<file path="src/rtl/alu_seq_if.sv">
// Operand-issue / writeback handshake bundle for alu_seq.
// The slave modport is the ALU's view; the master modport is the surrounding pipeline.
interface alu_seq_if #(
  parameter int WIDTH = 8
);
  logic             in_valid;
  logic             in_ready;
  logic [3:0]       op;
  logic [WIDTH-1:0] a;
  logic [WIDTH-1:0] b;
  logic             out_valid;
  logic             out_ready;
  logic [WIDTH-1:0] result;
  logic             flag_z;
  logic             flag_n;
  logic             flag_c;
  logic             flag_v;
  logic             flag_err;

  modport slave (
    input  in_valid, op, a, b, out_ready,
    output in_ready, out_valid, result, flag_z, flag_n, flag_c, flag_v, flag_err
  );

  modport master (
    output in_valid, op, a, b, out_ready,
    input  in_ready, out_valid, result, flag_z, flag_n, flag_c, flag_v, flag_err
  );
endinterface

</file>
<file path="src/rtl/alu_seq.sv">
// Handshaked ALU with a one-entry registered result/flag slot.
// Multiplies run as WIDTH shift-add iterations; everything else completes at the accept edge.
module alu_seq #(
  parameter int WIDTH = 8
) (
  input  logic       i_clk,
  input  logic       i_rst,
  alu_seq_if.slave   io_bus
);
  localparam int CW = (WIDTH > 2) ? $clog2(WIDTH) : 1;

  typedef enum logic [0:0] {
    ST_IDLE = 1'b0,
    ST_MUL  = 1'b1
  } state_t;

  state_t             r_state;
  state_t             w_state_nxt;
  logic [CW-1:0]      r_cnt;
  logic [2*WIDTH-1:0] r_acc;
  logic [2*WIDTH-1:0] r_mcand;
  logic [2*WIDTH-1:0] w_acc_nxt;
  logic [WIDTH-1:0]   r_mb;
  logic               r_mul_hi;

  logic               w_in_ready;
  logic               w_accept;
  logic               w_mul_op;
  logic               w_mul_done;
  logic               w_load;
  logic               w_drain;

  logic [WIDTH-1:0]   w_res;
  logic               w_c;
  logic               w_v;
  logic               w_err;
  logic [WIDTH-1:0]   w_ld_res;
  logic               w_ld_z;
  logic               w_ld_n;
  logic               w_ld_c;
  logic               w_ld_v;
  logic               w_ld_err;

  logic [WIDTH-1:0]   r_result;
  logic               r_out_valid;
  logic               r_z;
  logic               r_n;
  logic               r_c;
  logic               r_v;
  logic               r_err;

  // Accepting only when the slot is empty or draining means a multiply never completes into a full slot.
  assign w_in_ready = !i_rst && (r_state == ST_IDLE) && (!r_out_valid || io_bus.out_ready);
  assign w_accept   = io_bus.in_valid && w_in_ready;
  assign w_mul_op   = (io_bus.op == 4'b1000) || (io_bus.op == 4'b1001);
  assign w_mul_done = (r_state == ST_MUL) && (r_cnt == CW'(WIDTH - 1));
  assign w_acc_nxt  = r_acc + (r_mb[0] ? r_mcand : {(2*WIDTH){1'b0}});
  assign w_load     = w_mul_done || (w_accept && !w_mul_op);
  assign w_drain    = r_out_valid && io_bus.out_ready;

  // FSM state register.
  always_ff @(posedge i_clk) begin
    if (i_rst) begin
      r_state <= ST_IDLE;
    end else begin
      r_state <= w_state_nxt;
    end
  end

  // FSM next-state decode.
  always_comb begin
    w_state_nxt = r_state;
    case (r_state)
      ST_IDLE: begin
        if (w_accept && w_mul_op) begin
          w_state_nxt = ST_MUL;
        end else begin
          w_state_nxt = ST_IDLE;
        end
      end
      ST_MUL: begin
        if (w_mul_done) begin
          w_state_nxt = ST_IDLE;
        end else begin
          w_state_nxt = ST_MUL;
        end
      end
      default: w_state_nxt = ST_IDLE;
    endcase
  end

  // Shift-add multiplier datapath: one bit of b per cycle.
  always_ff @(posedge i_clk) begin
    if (i_rst) begin
      r_cnt    <= {CW{1'b0}};
      r_acc    <= {(2*WIDTH){1'b0}};
      r_mcand  <= {(2*WIDTH){1'b0}};
      r_mb     <= {WIDTH{1'b0}};
      r_mul_hi <= 1'b0;
    end else if (w_accept && w_mul_op) begin
      r_cnt    <= {CW{1'b0}};
      r_acc    <= {(2*WIDTH){1'b0}};
      r_mcand  <= {{WIDTH{1'b0}}, io_bus.a};
      r_mb     <= io_bus.b;
      r_mul_hi <= io_bus.op[0];
    end else if (r_state == ST_MUL) begin
      r_cnt    <= w_mul_done ? {CW{1'b0}} : (r_cnt + CW'(1));
      r_acc    <= w_acc_nxt;
      r_mcand  <= {r_mcand[2*WIDTH-2:0], 1'b0};
      r_mb     <= {1'b0, r_mb[WIDTH-1:1]};
    end else begin
      r_cnt    <= r_cnt;
    end
  end

  // Single-cycle operation results and carry/overflow.
  always_comb begin
    w_res = {WIDTH{1'b0}};
    w_c   = 1'b0;
    w_v   = 1'b0;
    w_err = 1'b0;
    case (io_bus.op)
      4'b0000: begin
        {w_c, w_res} = {1'b0, io_bus.a} + {1'b0, io_bus.b};
        w_v = (io_bus.a[WIDTH-1] == io_bus.b[WIDTH-1]) && (w_res[WIDTH-1] != io_bus.a[WIDTH-1]);
      end
      4'b0001: begin
        w_res = io_bus.a - io_bus.b;
        w_c   = (io_bus.a < io_bus.b);
        w_v   = (io_bus.a[WIDTH-1] != io_bus.b[WIDTH-1]) && (w_res[WIDTH-1] != io_bus.a[WIDTH-1]);
      end
      4'b0010: w_res = io_bus.a & io_bus.b;
      4'b0011: w_res = io_bus.a | io_bus.b;
      4'b0100: w_res = io_bus.a ^ io_bus.b;
      4'b0101: begin
        w_res = {io_bus.a[WIDTH-2:0], 1'b0};
        w_c   = io_bus.a[WIDTH-1];
      end
      4'b0110: begin
        w_res = {1'b0, io_bus.a[WIDTH-1:1]};
        w_c   = io_bus.a[0];
      end
      4'b0111: w_res = io_bus.a;
      4'b1000: w_res = {WIDTH{1'b0}};
      4'b1001: w_res = {WIDTH{1'b0}};
      4'b1010: begin
        w_res = {io_bus.a[WIDTH-2:0], io_bus.a[WIDTH-1]};
        w_c   = io_bus.a[WIDTH-1];
      end
      4'b1011: begin
        w_res = {io_bus.a[0], io_bus.a[WIDTH-1:1]};
        w_c   = io_bus.a[0];
      end
      default: w_err = 1'b1;
    endcase
  end

  // Select what gets loaded into the output slot: a finishing multiply wins over the IDLE path.
  always_comb begin
    w_ld_res = w_res;
    w_ld_c   = w_c;
    w_ld_v   = w_v;
    w_ld_err = w_err;
    if (w_mul_done) begin
      w_ld_res = r_mul_hi ? w_acc_nxt[2*WIDTH-1:WIDTH] : w_acc_nxt[WIDTH-1:0];
      w_ld_c   = 1'b0;
      w_ld_v   = 1'b0;
      w_ld_err = 1'b0;
    end else begin
      w_ld_res = w_res;
    end
    w_ld_z = (w_ld_res == {WIDTH{1'b0}});
    w_ld_n = w_ld_res[WIDTH-1];
  end

  // One-entry output slot; held unchanged while stalled by the writeback stage.
  always_ff @(posedge i_clk) begin
    if (i_rst) begin
      r_out_valid <= 1'b0;
      r_result    <= {WIDTH{1'b0}};
      r_z         <= 1'b0;
      r_n         <= 1'b0;
      r_c         <= 1'b0;
      r_v         <= 1'b0;
      r_err       <= 1'b0;
    end else if (w_load) begin
      r_out_valid <= 1'b1;
      r_result    <= w_ld_res;
      r_z         <= w_ld_z;
      r_n         <= w_ld_n;
      r_c         <= w_ld_c;
      r_v         <= w_ld_v;
      r_err       <= w_ld_err;
    end else if (w_drain) begin
      r_out_valid <= 1'b0;
    end else begin
      r_out_valid <= r_out_valid;
    end
  end

  assign io_bus.in_ready  = w_in_ready;
  assign io_bus.out_valid = r_out_valid;
  assign io_bus.result    = r_result;
  assign io_bus.flag_z    = r_z;
  assign io_bus.flag_n    = r_n;
  assign io_bus.flag_c    = r_c;
  assign io_bus.flag_v    = r_v;
  assign io_bus.flag_err  = r_err;
endmodule

</file>
<file path="src/flat_wrapper.sv">
// flat-port wrapper written by rule: the top's interface ports become plain ports
module alu_seq_flat 
#(
  parameter int WIDTH = 8
)
  (i_clk, i_rst, io_bus_in_valid, io_bus_op, io_bus_a, io_bus_b, io_bus_out_ready, io_bus_in_ready, io_bus_out_valid, io_bus_result, io_bus_flag_z, io_bus_flag_n, io_bus_flag_c, io_bus_flag_v, io_bus_flag_err);
  alu_seq_if #(.WIDTH(WIDTH)) io_bus_i ();
  input  logic i_clk;
  input  logic i_rst;
  input wire logic [$bits(io_bus_i.in_valid)-1:0] io_bus_in_valid;
  input wire logic [$bits(io_bus_i.op)-1:0] io_bus_op;
  input wire logic [$bits(io_bus_i.a)-1:0] io_bus_a;
  input wire logic [$bits(io_bus_i.b)-1:0] io_bus_b;
  input wire logic [$bits(io_bus_i.out_ready)-1:0] io_bus_out_ready;
  output wire logic [$bits(io_bus_i.in_ready)-1:0] io_bus_in_ready;
  output wire logic [$bits(io_bus_i.out_valid)-1:0] io_bus_out_valid;
  output wire logic [$bits(io_bus_i.result)-1:0] io_bus_result;
  output wire logic [$bits(io_bus_i.flag_z)-1:0] io_bus_flag_z;
  output wire logic [$bits(io_bus_i.flag_n)-1:0] io_bus_flag_n;
  output wire logic [$bits(io_bus_i.flag_c)-1:0] io_bus_flag_c;
  output wire logic [$bits(io_bus_i.flag_v)-1:0] io_bus_flag_v;
  output wire logic [$bits(io_bus_i.flag_err)-1:0] io_bus_flag_err;
  assign io_bus_i.in_valid = io_bus_in_valid;
  assign io_bus_i.op = io_bus_op;
  assign io_bus_i.a = io_bus_a;
  assign io_bus_i.b = io_bus_b;
  assign io_bus_i.out_ready = io_bus_out_ready;
  assign io_bus_in_ready = io_bus_i.in_ready;
  assign io_bus_out_valid = io_bus_i.out_valid;
  assign io_bus_result = io_bus_i.result;
  assign io_bus_flag_z = io_bus_i.flag_z;
  assign io_bus_flag_n = io_bus_i.flag_n;
  assign io_bus_flag_c = io_bus_i.flag_c;
  assign io_bus_flag_v = io_bus_i.flag_v;
  assign io_bus_flag_err = io_bus_i.flag_err;
  alu_seq #(.WIDTH(WIDTH)) u_core (.i_clk(i_clk), .i_rst(i_rst), .io_bus(io_bus_i));
endmodule
</file>
<file path="config.mk">
export PLATFORM = sky130hd
export DESIGN_NAME = alu_seq_flat
export DESIGN_NICKNAME = d
export VERILOG_FILES = /design/src/rtl/alu_seq_if.sv /design/src/rtl/alu_seq.sv /design/src/flat_wrapper.sv
export SDC_FILE = /design/constraint.sdc
export NUM_CORES = 1
export LEC_CHECK = 0
export ABC_CLOCK_PERIOD_IN_PS = 2500
export CORE_MARGIN = 2
export CORE_UTILIZATION = 35
export CTS_CLUSTER_SIZE = 24
export DETAILED_ROUTE_END_ITERATION = 10
export GPL_TIMING_DRIVEN = 0
export PLACE_DENSITY = 0.64
export SETUP_SLACK_MARGIN = 0.3
export SLEW_MARGIN = 5
export SYNTH_ARGS = -nofsm -noshare
export SYNTH_HDL_FRONTEND = slang
export SYNTH_SLANG_ARGS = --single-unit
</file>
<file path="constraint.sdc">
create_clock -name i_clk -period 2.5 [get_ports i_clk]
set_input_delay 0.5 -clock i_clk [delete_from_list [all_inputs] [get_ports i_clk]]
set_output_delay 0.5 -clock i_clk [all_outputs]
set_load 0.01 [all_outputs]
</file>
==> results of run 1 <==
## synthesized netlist by cell type, types with 8 or more instances
cell type	number
dfxtp_1	58
mux2i_1	36
a21o_1	8
ha_1	41
and2_1	18
nor2_1	75
buf_2	13
clkbuf_1	19
a22oi_1	10
xnor2_1	9
inv_1	29
nand2_1	54
a21oi_1	43
nor3_1	23
nand2b_1	8
a211oi_1	18
o21ai_0	13
## cell families (layout without fill, tap and decap cells)
kind of cell	Yosys count	count (layout)
mux	36	36
compound gates	163	163
flops	58	58
xor+xnor	17	17
buf+inv	67	150
fa+ha+maj	44	44
simple gates	236	236
## registers in the layout, summed over array words and instances, names as in the netlist
signal                   count
u_core.io_bus.flag_v         1
u_core.io_bus.out_valid      1
u_core.io_bus.result         8
u_core.r_cnt                 3
u_core.io_bus.flag_c         1
u_core.io_bus.flag_err       1
u_core.io_bus.flag_z         1
u_core.r_mul_hi              1
u_core.r_state               1
u_core.r_acc                16
u_core.r_mb                  8
u_core.r_mcand              16
## metal layers
metal,up-vias,wire length [um]
li1,2408,-
met1,2458,7150
met2,190,8250
met3,56,886
met4,0,636
met5,-,0
## stage by stage
step           utilization [%]  worst slack, ps  TNS, ps  std cells  total power, mW
3_5_place_dp              41.4            -1310   -26920        838             1.52
2_1_floorplan                -            -69.9    -69.9        621             1.32
6_report                  48.8             -333    -1800        884             2.97
3_3_place_gp              41.4            -1270   -26660        838             1.51
4_1_cts                   47.4             -270    -1350        881             2.94
5_1_grt                   48.8             -421    -2840        884             3.06
## worst max-delay path, cell delays in order, from the launching register on
cell and delay [ps]:
dfxtp_4 380, clkbuf_8 160, and2_1 160, ha_1 270
buf_4 170, nand4_1 220, nor2_2 70, or2_1 270
or3_4 390, o311ai_4 80, xor2_1 260, a21oi_2 100
a31o_1 200
## worst min-delay path by stage
stage | from | end | slack (ps) | cells after the start
floorplan | u_core.r_mb[1]$_SDFFE_PP0P_ | u_core.r_mb[1]$_SDFFE_PP0P_ | 440 | 2
global placement | u_core.r_mb[5]$_SDFFE_PP0P_ | u_core.r_mb[5]$_SDFFE_PP0P_ | 440 | 2
detailed placement | u_core.r_mb[3]$_SDFFE_PP0P_ | u_core.r_mb[3]$_SDFFE_PP0P_ | 450 | 2
CTS | io_bus_a[0] | u_core.r_mcand[0]$_SDFFE_PP0P_ | 440 | 3
global route | io_bus_a[0] | u_core.r_mcand[0]$_SDFFE_PP0P_ | 460 | 3
finish | io_bus_a[0] | u_core.r_mcand[0]$_SDFFE_PP0P_ | 450 | 3
## power groups by stage
stage	sequential, mW	combinational [mW]	clock [mW]
floorplan	0.979	0.337	0
finish	0.957	0.668	1.34
global route	0.958	0.715	1.39
CTS	0.956	0.632	1.35
global placement	0.976	0.538	0
detailed placement	0.976	0.544	0
## layout make-up
cell class                 instances  area (sq um)  area share, %
clock buffer                      11           243           3.61
timing repair buffer              67           639           9.52
tap                              180           225           3.35
inverter                          30           128           1.90
multi-input combinational        496          4010           59.7
buffer                            37           230           3.43
sequential                        58          1160           17.3
clock inverter                     5          77.6           1.15
## cell usage in the layout, fill, tap and decap left out, types with 10 or more instances in the layout
cell and count:
nor2_1 68, dfxtp_1 57, nand2_1 51, buf_4 39, mux2i_1 36, a21oi_1 34, ha_1 24, nor3_1 19
clkdlybuf4s50_1 17, inv_1 14, ha_4 14, and2_1 12, inv_2 11, a22oi_1 10
## repair_timing
action	in CTS	in global routing
buffers inserted	26	3
pin swaps	46	21
cloned	1	0
endpoints found under the setup margin	58	56
gates resized for setup	167	57
==> out/summary.md, run 1 <==
The flow ran to the end, but the final reports show violations. The final reports fail on setup timing. The synthesized netlist devotes 24.4% of its cell area to compound gates.

In the global route stage, met3 resource usage came out at 4.23%. The startpoint identified for the worst register-to-register timing path is u_core.r_mb[0]$_SDFFE_PP0P_. In the global route stage, overall resource usage came out at 22.8%. In the global route stage, met2 resource usage came out at 39.3%.

Global routing used 28.3% of the available met1 tracks. The placed standard-cell area is 5700 sq um, and the clock network latency to the later pin of the worst-skew pair is 330 ps. The biggest area contributor in the post-synthesis netlist is dfxtp_1. The internal power of the cells totals 2.13 mW. The fraction of layout cells with a size suffix above 1 is 29.7%.

The tools report the startpoint type of the worst setup path as a flop. After Yosys synthesis, full adders, half adders and majority gates account for 11.7% of the synthesized area. The worst setup path is captured at a flop. The number of antenna diodes in the final layout is 0. Registers are responsible for 32.3% of the overall power. The first routing iteration left 381 violations.

Fill cells in the final layout number 1354. In this run the biggest area consumer among cell types represents 23.7% of the synthesized area. The number of nets in the layout is 767. Timing startpoint of the critical path: u_core.r_mb[0]$_SDFFE_PP0P_. The die is 122 um tall. The slew at the pin closest to its max-slew limit was 839 ps. The worst-case IR drop observed on VDD is 0.000320 V. Summing every instance area after synthesis gives 4900 sq um. Max-cap violations in this run came to 0. The total of hold buffers inserted after clock tree synthesis came out at 0. For this block, the via count after detailed routing is 5112.

Ranked by total cell area, the synthesized netlist is headed by dfxtp_1 (24%), ha_1 (10%), mux2i_1 (7.4%). The synthesized design contains 0 enable-type register cells. The average wire per standard cell was 19.1 um; the clock skew after layout was 6.97 ps. The sum of overflow across all layers after global routing was 0. The floorplan step defined a die boundary enclosing 15000 sq um.

Per report_power, the clock group accounts for 45.2% of the total. The per-instance average area after synthesis came out at 7.89 sq um. The die width works out to 122 um. The via count of the first global-routing pass was 5039. Combinational cells account for 22.5% of the total power. The critical path in this run is classified as flop to flop. In the synthesized netlist, mux cells make up 7.35% of the area.

Buffers inserted during clock tree synthesis total 9. The cell chosen for the clock root was clkbuf_16. The logs give 689 for the post-synth net total and 451 ps for the worst hold margin.

TritonCTS built the clock tree. The final worst-path setup slack is -333 ps, and the total number of yosys warnings is 0. Sequential cells were found to cover 23.7% of the synthesized design area. For the post-synthesis instance total, the log shows 621. In this run the critical register-to-register path is captured at u_core.io_bus.flag_z$_SDFFE_PP0P_. The run gives 26600 um as the wire length of the first global-routing pass. The count of distinct cell types in the synthesized netlist is 78, and the number of vias per cell is 5.78. The clock passes through at most 2 buffers. CTS saw 58 sinks.

The cell row count was 43. The logs give 11 for the setup violation total in the final timing report and 2.68 nW for the total leakage power. The fraction of the mapped netlist area in simple logic gates came out at 23.9%. Of the total power, the share spent switching nets is 28.0%.

The number of cells on the worst reg-to-reg path is 12. The number of buffers inserted by port buffering works out to 37. Following the worst setup path forward leads to its endpoint at u_core.io_bus.flag_z$_SDFFE_PP0P_. The minimum clock period was 2830 ps. For the first-pass iteration count of the detailed router, the log shows 5. The tools report the count of endpoints failing hold in the final timing report as 0. Parity-gate share of the synthesized area counting xor and xnor cells: 3.19%.

For the final standard cell area without fillers, the log shows 6720 sq um. The count of nets left with antenna violations once routing finished came out at 0. Busiest layer in global routing: met2.

In this run the number of H-tree levels came out at 3. Once the floorplan was initialized, standard cells occupied 35.6% of the core. The setup slack of the most critical reg-to-reg path is -330 ps. Among all flip-flop cells after synthesis, the most frequent one is dfxtp_1. Of all flip-flops after synthesis, the portion carrying an async set or reset was 0%. Worst slew slack as a fraction of its limit: 44.1%. The largest fanout on the critical path came out at 7. Largest family of logic cells by synthesized area: compound AO/OA/AOI/OAI gates.

The final cycle utilization of the critical path came out at 113%. Entering global routing, the biggest net connects 11 pins. The routed design has 16900 um of wire.

For the number of pins with negative max-slew slack in the final report, the log shows 0. The min-delay analysis places its worst path in the category primary input to flop. The logs give 2710 ps for the required time of the critical path and 832 uW for the total net switching power.

The count of state elements after synthesis came out at 58. The area of the placeable core came out at 13800 sq um. The initial antenna violation count was 0.

The HPWL reported at the end of detailed placement was 12500 um. Power spread over the standard cell area amounts to 442 nW/um^2. 39 I/O pins were placed. Setup repair after global routing could not meet its margin everywhere. Data on the critical path arrives at its endpoint at 3050 ps. After clock tree synthesis, the clock-pin slew on the worst setup and hold paths is 50 ps. The area growth from synthesis to final layout is 37.1%, and the maximum clock rate is 0.353 GHz.

The logs give 0.991 for the placer congestion estimate and 0 for the DRC violation count after routing.
Note: power is estimated with default switching activity, not from simulation.
==> inputs of run 2 (changes only) <==
CTS_CLUSTER_DIAMETER = 100   (was not set)
==> results of run 2 <==
The final DEF is identical to that of run 1; final timing and power are the same.
==> inputs of run 3 (changes only) <==
CORE_ASPECT_RATIO = 1.25   (was not set)
GPL_TIMING_DRIVEN = not set   (was 0)
SETUP_SLACK_MARGIN = 0.2   (was 0.3)
==> out/summary.md, run 3 (synthesis results as in run 1) <==
The run finished, with violations left. Failing checks: setup timing (unchanged). The clock transition time at the flip-flop clock pins of the worst setup and hold paths works out to 50 ps (about the same). The total I/O pin count was 39 (unchanged); the area of the multi-input gates was 4260 sq um (was 4010 sq um). Setup repair after global routing could not meet its margin everywhere. The placer congestion estimate came out at 0.972 (was 0.991).

The run gives 0 (unchanged) as the sum of overflow across all layers after global routing. The total of max-cap violations was 0 (unchanged). Most frequent standard cell in the layout excluding fill and tap cells: buf_4 (was nor2_1). The run gives 3.00 mW (was 2.97 mW) as the total design power.

Start-to-end type of the worst setup path: flop to flop (unchanged). The tools report the total leakage power as 3.42 nW (was 2.68 nW). The highest signal layer in the routed design was met4 (unchanged).

DRC violation count after routing: 0 (unchanged). The area growth from synthesis to final layout is 64.4% (was 37.1%). The die height was 136 um (was 122 um). The run gives 3070 ps (was 3050 ps) as the data arrival time of the worst path. The tools report the via count of the first global-routing pass as 5767 (was 5039). The kind of end point of the critical path was a flop (unchanged). Initial core utilization: 35.6% (about the same).

For the maximum resistive drop on vdd, the log shows 0.000471 V (was 0.000320 V). Clock skew after layout: 8.23 ps (was 6.97 ps). The tools report the number of nets with antenna violations after detailed routing as 0 (unchanged). The logs give 328 (was 381) for the number of design-rule violations left by the first detailed-router iteration and 0 (unchanged) for the initial antenna violation count. The count of endpoints failing hold in the final timing report is 0 (unchanged), and the slew at the pin closest to its max-slew limit is 702 ps (was 839 ps). The final worst-path setup slack came out at -286 ps (was -333 ps).

The classification of the worst-slack hold path was flop to flop (was primary input to flop). The tools report the pin count of the biggest net entering global routing as 51 (was 11). Biggest regs: u_core.r_acc x16, u_core.r_mcand x16 (unchanged). The required time of the critical path is 2790 ps (was 2710 ps). The cell chosen for the clock root was clkbuf_16 (unchanged).

The run gives 12 (was 11) as the setup violation total in the final timing report. The placed instance count was 979 (was 838). TritonCTS built the clock tree.

The total power density per cell area is 372 nW/um^2 (was 442 nW/um^2). The clock net sink count was 58 (unchanged). The number of buffers inserted by port buffering was 38 (was 37); the number of pins with negative max-slew slack in the final report was 0 (unchanged). The flip-flop and latch area is 1170 sq um (was 1160 sq um), and the maximum clock rate is 0.359 GHz (was 0.353 GHz). The HPWL reported at the end of detailed placement came out at 14100 um (was 12500 um).

The fraction of layout cells with a size suffix above 1 is 44.0% (was 29.7%), and the routed wire length on met3 is 760 um (was 886 um). The final standard cell area without fillers is 8050 sq um (was 6720 sq um). Number of cells in the finished layout apart from fillers: 1016 (was 884). The area of the die is 15000 sq um (about the same). Number of nets in the layout: 904 (was 767).

The placed standard-cell area came out at 6900 sq um (was 5700 sq um). The startpoint type of the worst setup path was a flop (unchanged). The detailed-route wire length on metal 1 is 7380 um (was 7150 um), and the number of vias per cell is 5.60 (was 5.78).

The number of buffers on the longest clock path was 2 (unchanged); the number of H-tree levels was 3 (unchanged). The cell row count is 48 (was 43), and the first-pass iteration count of the detailed router is 4 (was 5). The clock network latency to the later pin of the worst-skew pair is 340 ps (was 330 ps). The final cycle utilization of the critical path is 111% (was 113%).

The post-detailed-routing wire length was 19600 um (was 16900 um); the met2 wirelength from detailed routing was 10300 um (was 8250 um). The total of hold buffers inserted after clock tree synthesis came out at 0 (unchanged). The setup slack of the most critical reg-to-reg path was -290 ps (was -330 ps). The clock buffer count from CTS came out at 9 (unchanged).

Worst slew slack as a fraction of its limit: 53.2% (was 44.1%). The logs give -1670 ps (was -1800 ps) for the final total negative setup slack and 13800 sq um (about the same) for the area of the placeable core. The wire length of the first global-routing pass is 29700 um (was 26600 um).

The tools report the number of filler instances in the final layout as 1186 (was 1354). The number of antenna cells inserted was 0 (unchanged). Leading cell types in the layout, fill and taps excluded: buf_4 (183), nor2_1 (69), dfxtp_1 (56) (was nor2_1 (68), dfxtp_1 (57), nand2_1 (51)).

The minimum clock period is 2790 ps (was 2830 ps). The combined global-route utilization of all metal layers is 26.0% (was 22.8%), and the die width is 110 um (was 122 um). The average wire per standard cell is 19.3 um (was 19.1 um), and the largest fanout on the critical path is 8 (was 7). The via count was 5686 (was 5112).
==> run 3: cell types whose count changed in the layout (fill, tap and decap cells not counted), moves of 5 or more <==
cell,previous run,this run
buf_4,39,183
buf_6,3,16
clkbuf_1,9,1
ha_1,24,17
ha_4,14,21
buf_2,8,2
clkdlybuf4s50_1,17,22
inv_2,11,16
==> run 3: critical path, stage by stage, from the launching register on <==
cell and delay, ps:
dfxtp_4 360, buf_12 140, buf_8 130, and2_1 180, ha_4 300, nand4_1 170
buf_4 200, a211oi_4 240, nor2_2 120, and3_1 200, nand4b_1 260, a2111oi_4 240
a31o_1 180
==> run 3: what timing repair did <==
action | CTS | global route
pin swaps | 56 | 42
buffers inserted | 12 | 9
endpoints found under the setup margin | 20 | 20
resized for setup | 118 | 70
==> run 3: where the power goes <==
part           internal, mW  leakage, nW  switching [mW]  total, mW
Combinational         0.404         2.81           0.413      0.817
Clock                 0.763        0.142           0.463       1.23
Sequential            0.943        0.470          0.0122      0.956
==> run 3: stage by stage <==
step / setup slack (ps) / util, % / hold slack [ps]
2_1_floorplan: -69.9 / - / 436
3_3_place_gp: -720 / 50.2 / 444
3_5_place_dp: -768 / 50.2 / 456
4_1_cts: -231 / 56.1 / 465
5_1_grt: -407 / 58.6 / 490
6_report: -286 / 58.6 / 469
==> run 3: worst paths after layout <==
check / cells past startpoint / startpoint / endpoint
setup / recovery: 12 / u_core.r_mb[0]$_SDFFE_PP0P_ / u_core.io_bus.flag_z$_SDFFE_PP0P_
hold / removal: 2 / u_core.r_mb[2]$_SDFFE_PP0P_ / u_core.r_mb[2]$_SDFFE_PP0P_
setup reg to reg: 12 / u_core.r_mb[0]$_SDFFE_PP0P_ / u_core.io_bus.flag_z$_SDFFE_PP0P_
hold reg to reg: 2 / u_core.r_mb[2]$_SDFFE_PP0P_ / u_core.r_mb[2]$_SDFFE_PP0P_
==> run 3: layout make-up <==
class / count / area share (%)
multi-input combinational: 496 / 52.9
timing repair buffer: 241 / 24.9
inverter: 30 / 1.43
clock inverter: 6 / 0.715
tap: 175 / 2.72
sequential: 58 / 14.5
clock buffer: 10 / 2.84
==> run 3: routing by layer <==
layer  vias up  GRT usage, %
met2       183          46.9
li1       2681             -
met1      2762          28.0
met4         0          15.4
met5         -             0
met3        60          4.12
